==> src/rtl/led_pkg.sv <==
// Shared types and defaults for the LED pulse-stretch path.
// Channel state encoding and default geometry.
package led_pkg;

    typedef enum logic [1:0] {
        ST_IDLE = 2'b00,
        ST_ON   = 2'b01,
        ST_HOLD = 2'b10
    } ch_state_t;

    localparam int DEF_WIDTH = 18;
    localparam int DEF_N     = 11;

endpackage

==> src/rtl/pulse_stretch_ch.sv <==
// One LED channel: IDLE/ON/HOLD FSM with hold counter.
// Output is a register fed from next state, so no path from ev.
module pulse_stretch_ch
    import led_pkg::*;
#(
    parameter int N = DEF_N
) (
    input  logic clk,
    input  logic n_reset,
    input  logic ev,
    output logic led
);

    localparam logic [N-1:0] LAST = {1'b0, {(N-1){1'b1}}};

    ch_state_t      state, state_n;
    logic [N-1:0]   count, count_n;
    logic           led_n;

    always_comb begin
        state_n = state;
        count_n = count;
        case (state)
            ST_IDLE: begin
                count_n = '0;
                if (ev) state_n = ST_ON;
            end
            ST_ON: begin
                count_n = '0;
                if (!ev) state_n = ST_HOLD;
            end
            ST_HOLD: begin
                // retrigger wins over terminal count
                if (ev) begin
                    state_n = ST_ON;
                    count_n = '0;
                end else if (count == LAST) begin
                    state_n = ST_IDLE;
                    count_n = '0;
                end else begin
                    count_n = count + 1'b1;
                end
            end
            default: begin
                state_n = ST_IDLE;
                count_n = '0;
            end
        endcase
        led_n = (state_n == ST_ON) || (state_n == ST_HOLD);
    end

    always_ff @(posedge clk) begin
        if (!n_reset) begin
            state <= ST_IDLE;
            count <= '0;
            led   <= 1'b0;
        end else begin
            state <= state_n;
            count <= count_n;
            led   <= led_n;
        end
    end

endmodule

==> src/rtl/led_pulse_stretch.sv <==
// Bank of independent LED pulse stretchers.
// Each event stays visible for at least 2^(N-1) clocks.
module led_pulse_stretch
    import led_pkg::*;
#(
    parameter int WIDTH = DEF_WIDTH,
    parameter int N     = DEF_N
) (
    input  logic             clk,
    input  logic             n_reset,
    input  logic [WIDTH-1:0] ev_in,
    output logic [WIDTH-1:0] led_out,
    output logic             any_active
);

    for (genvar i = 0; i < WIDTH; i++) begin : g_ch
        pulse_stretch_ch #(
            .N(N)
        ) u_ch (
            .clk     (clk),
            .n_reset (n_reset),
            .ev      (ev_in[i]),
            .led     (led_out[i])
        );
    end

    assign any_active = |led_out;

endmodule
==> config.mk <==
export PLATFORM = sky130hd
export DESIGN_NAME = led_pulse_stretch
export DESIGN_NICKNAME = d
export VERILOG_FILES = /design/src/rtl/led_pkg.sv /design/src/rtl/pulse_stretch_ch.sv /design/src/rtl/led_pulse_stretch.sv
export SDC_FILE = /design/constraint.sdc
export NUM_CORES = 1
export LEC_CHECK = 0
export CORE_MARGIN = 2
export CORE_UTILIZATION = 29
export CTS_CLUSTER_DIAMETER = 80
export DETAILED_ROUTE_END_ITERATION = 12
export HOLD_SLACK_MARGIN = 0.1
export PLACE_DENSITY = 0.5
export SYNTH_ARGS = -nofsm -noshare
export SYNTH_HDL_FRONTEND = slang
export SYNTH_HIERARCHICAL = 1
export SYNTH_SLANG_ARGS = --single-unit
==> constraint.sdc <==
create_clock -name clk -period 2.5 [get_ports clk]
set_input_delay 0.25 -clock clk [delete_from_list [all_inputs] [get_ports clk]]
set_output_delay 0.25 -clock clk [all_outputs]
set_load 0.005 [all_outputs]
==> metrics.csv, run 1 <==
stage,metric,value,unit
status,result of the run,finished clean,
pwr,power density over the cells,689,nW/um^2
timing,transition at the pin with the smallest max-transition slack,541,ps
detailed_routing,average routed wire per standard cell,11.4,um
detailed_routing,count of unresolved DRC violations after routing,0,
timing,Post-Route Setup TNS,0,ps
worst_setup_path,dominant delay contributor by cell family on the critical path,simple AND/OR/NAND/NOR gates,
detailed_routing,Final Routed Wirelength,17400,um
worst_setup_path,endpoint class of the critical path,output port,
global_routing,via count of the first global-routing pass,6321,
floorplanning,initial standard-cell utilization of the core,29.3,%
worst_setup_path,Critical Path Fanout Max,2,
cts,TritonCTS buffer count,28,
worst_setup_path,WP buf/inv,1,
worst_setup_path,CP arrival,2180,ps
pwr,static leakage,0.00449,uW
synth,number of warnings reported in the yosys synthesis log,6,
floorplanning,Vert. Die Dim,190,um
global_routing,Overflow after GRT,0,
floorplanning,area of the die,36200,um^2
timing,total of endpoints with negative setup slack in the final report,0,
global_routing,Total GRT Usage,9.79,%
timing,Slew Limit Headroom,63.8,%
floorplanning,row count,68,
worst_setup_path,crit path max-delay cell type,or4_4,
worst_setup_path,r2r setup slk,810,ps
timing,Setup WS post-layout,67.3,ps
worst_setup_path,"Largest stage delay, worst path",550,ps
layout,Total Nets Final,1094,
placed_design,GP Congestion,0.725,
cts,deepest level of the CTS H-tree,1,
timing,unrepaired setup endpoints after global routing,false,
synth,post-synth net total,1039,
floorplanning,die width,190,um
placed_design,placement-stage worst setup slack,303,ps
timing,part of the cycle the worst path needs,97.3,%
cts,root buf cell,clkbuf_16,
pwr,switching share of power,21.0,%
synth,"FF+latch count, synth",252,
synth,mapped cell area,10100,um^2
floorplanning,I/O pin total,39,
detailed_routing,Routed Antenna Nets,0,
synth,per-instance average area after synthesis,10.1,um^2
layout,share of layout cells above drive strength 1,14.4,%
worst_setup_path,cell repeated most along the worst path,or4_4,
cts,Worst-Skew Late Latency,540,ps
global_routing,first-pass GRT wire length,29900,um
worst_setup_path,Critical Path Source Type,flip-flop,
job,max capacitance violation total,0,
synth,number of distinct library cell variants in the gate-level netlist after synthesis,36,
detailed_routing,number of detailed-route iterations in the first pass,4,
pwr,sequential share of power,50.8,%
pwr,Power Internal,6390,uW
min_path,worst hold path class,input port to flip-flop,
pwr,Clock power frac,46.6,%
synth,fraction of the yosys area taken by sequential cells,50.1,%
pwr,portion of total power attributed to combinational logic,2.6,%
timing,final slew viol count,0,
global_routing,initial antenna violation count,0,
timing,maximum clock rate,0.411,GHz
layout,area growth from synthesis to final layout,16.5,%
cts,Max Root-Sink Buffers,3,
timing,clock tree skew after final layout,16.7,ps
cts,CTS tree,built,
floorplanning,Std-Cell Core Area,34400,um^2
timing,hold violation total from the final report,0,
worst_setup_path,Required @ worst endpoint,2250,ps
placed_design,PortBufs,38,
cts,clock sink total,252,
worst_setup_path,Setup CP Type,flip-flop to output port,
layout,diode insertion count for antenna repair,0,
pwr,switching power,1700,uW
timing,Tmin final,2430,ps
detailed_routing,detailed-route vias per instance,4.40,
detailed_routing,starting DRC count in detailed routing,238,
detailed_routing,total number of vias,6727,
synth,Gate Count Post-Synth,1001,
placed_design,half-perimeter wire length of the detailed placement result,11700,um
cts,clock slew at reported path FFs,60,ps
pwr,peak supply drop,0.478,mV
worst_setup_path,chain of cells forming the critical path,"or4_4, or4_4, dlygate4sd2_1",
global_routing,largest net degree at the start of global routing,44,
-- synth_stat cells --
library cell / instances / share of area (%)
nor3_1: 5 / 0.25
nor3b_1: 2 / 0.15
nor2_1: 153 / 5.7
buf_6: 17 / 1.9
nand2_1: 90 / 3.4
and3_2: 34 / 2.5
nand3_1: 54 / 2.7
or4_4: 1 / 0.11
buf_2: 1 / 0.050
o21ai_2: 17 / 1.5
nand3b_1: 2 / 0.15
nor4_1: 4 / 0.25
ha_1: 18 / 2.2
nor2b_1: 1 / 0.062
or4bb_1: 17 / 1.9
and3_1: 52 / 3.2
and4_4: 17 / 1.9
o211ai_1: 18 / 1.3
nand4_1: 19 / 1.2
xnor2_1: 52 / 4.5
and4bb_2: 17 / 2.1
xor2_1: 87 / 7.6
dfxtp_1: 252 / 50
nand4_2: 17 / 2.1
a211oi_2: 1 / 0.12
clkbuf_1: 1 / 0.037
a211oi_1: 3 / 0.22
or4_1: 2 / 0.15
and2_1: 17 / 1.1
or3_2: 2 / 0.15
or3_1: 2 / 0.12
o31ai_1: 1 / 0.075
o21ai_0: 6 / 0.30
a21oi_1: 1 / 0.050
nand3_4: 1 / 0.17
inv_1: 17 / 0.63
-- power groups by stage --
stage          sequential [uW]  clock (uW)  combinational, uW
6_report                  4110        3770                211
5_1_grt                   4110        4090                233
4_1_cts                   4100        3940                215
3_5_place_dp              4190           0                210
3_3_place_gp              4190           0                211
2_1_floorplan             4190           0               78.5
-- path summary, 6_finish.rpt --
check / startpoint / to / cells after the start
setup / recovery: g_ch[5].u_ch/led / any_active / 3
hold / removal: ev_in[5] / g_ch[5].u_ch/state[0] / 2
hold reg to reg: g_ch[0].u_ch/count[0] / g_ch[0].u_ch/count[0] / 1
setup reg to reg: g_ch[9].u_ch/count[0] / g_ch[9].u_ch/led / 5
-- sequential cells by signal, indices dropped and copies added, names as in the netlist --
signal	cells
g_ch.u_ch/count	198
g_ch.u_ch/state	36
g_ch.u_ch/led	18
-- layout make-up --
type                       instances  area, um^2
clock buffer                      42         805
clock inverter                     5        28.8
fill                            3532       22600
inverter                          17        63.8
multi-input combinational        713        4780
sequential                       252        5040
tap                              455         569
timing repair buffer              44         434
-- timing repair --
item | in CTS | in global routing
endpoints found under the hold margin | 1 | 0
buffers inserted | 0 | 0
endpoints found under the setup margin | 1 | 1
gates resized for setup | 5 | 1
pin swaps | 0 | 0
hold buffers | 1 | 0
-- cells in the final DEF, fill, tap and decap left out, types with 2 or more instances in the layout --
master / Yosys / final
nand3_1: 54 / 54
clkinv_2: 0 / 4
xor2_1: 87 / 87
and3_2: 34 / 34
and4_4: 17 / 17
clkbuf_8: 0 / 3
and4bb_2: 17 / 17
dfxtp_1: 252 / 252
o21ai_0: 6 / 6
o21ai_2: 17 / 17
buf_4: 0 / 4
or3_1: 2 / 2
clkbuf_16: 0 / 29
nand3b_1: 2 / 2
inv_1: 17 / 17
and3_1: 52 / 52
or4bb_1: 17 / 17
nand4_2: 17 / 17
or4_4: 1 / 3
a211oi_1: 3 / 3
nor2_1: 153 / 153
clkdlybuf4s50_1: 0 / 36
and2_1: 17 / 17
xnor2_1: 52 / 52
ha_1: 18 / 18
or3_2: 2 / 2
nand4_1: 19 / 19
o211ai_1: 18 / 18
nand2_1: 90 / 90
nor4_2: 0 / 3
nor3_1: 5 / 5
nor3b_1: 2 / 2
clkbuf_1: 1 / 10
-- per-stage QoR --
| step | instance area, um^2 | instances | power, uW | util, % | hold WS, ps |
|---|---|---|---|---|---|
| after floorplan | 10100 | 1001 | 4260 | - | 396 |
| after global routing | 11700 | 1528 | 8440 | 34.1 | 357 |
| after CTS | 11700 | 1528 | 8260 | 34.1 | 336 |
| final | 11700 | 1528 | 8080 | 34.1 | 360 |
| after global placement | 10900 | 1480 | 4400 | 31.6 | 424 |
| after detailed placement | 10900 | 1480 | 4400 | 31.6 | 431 |
-- worst register-to-register path, cell delays in order, from the launching register on --
cell and delay [ps]:
dfxtp_1 390, ha_1 250, nand4_1 190, nor4_1 370
buf_4 230, o21ai_0 100
-- logic make-up (layout without fill, tap and decap cells) --
logic type / after synthesis / count (layout) / share of synthesized area [%]
AO/OA/AOI/OAI: 47 / 47 / 3.59
XOR/XNOR: 139 / 139 / 12.1
flip-flops: 252 / 252 / 50.1
AND/OR/NAND/NOR: 509 / 509 / 29.3
adder cells (fa/ha/maj): 18 / 18 / 2.24
buffers and inverters: 36 / 108 / 2.62
-- routing by layer --
metal,track usage (%),share of wire [%]
met1,12.8,50
met3,3.18,6.1
met5,0,0
met4,3.16,2.6
met2,15.2,41
(Power assumes the default switching activity.)
==> run 2, diff against run 1 <==
Settings changed: CAP_MARGIN from default to 5.
==> results of run 2 <==
Same layout as run 1: the final DEF is identical, and so are final timing and power.
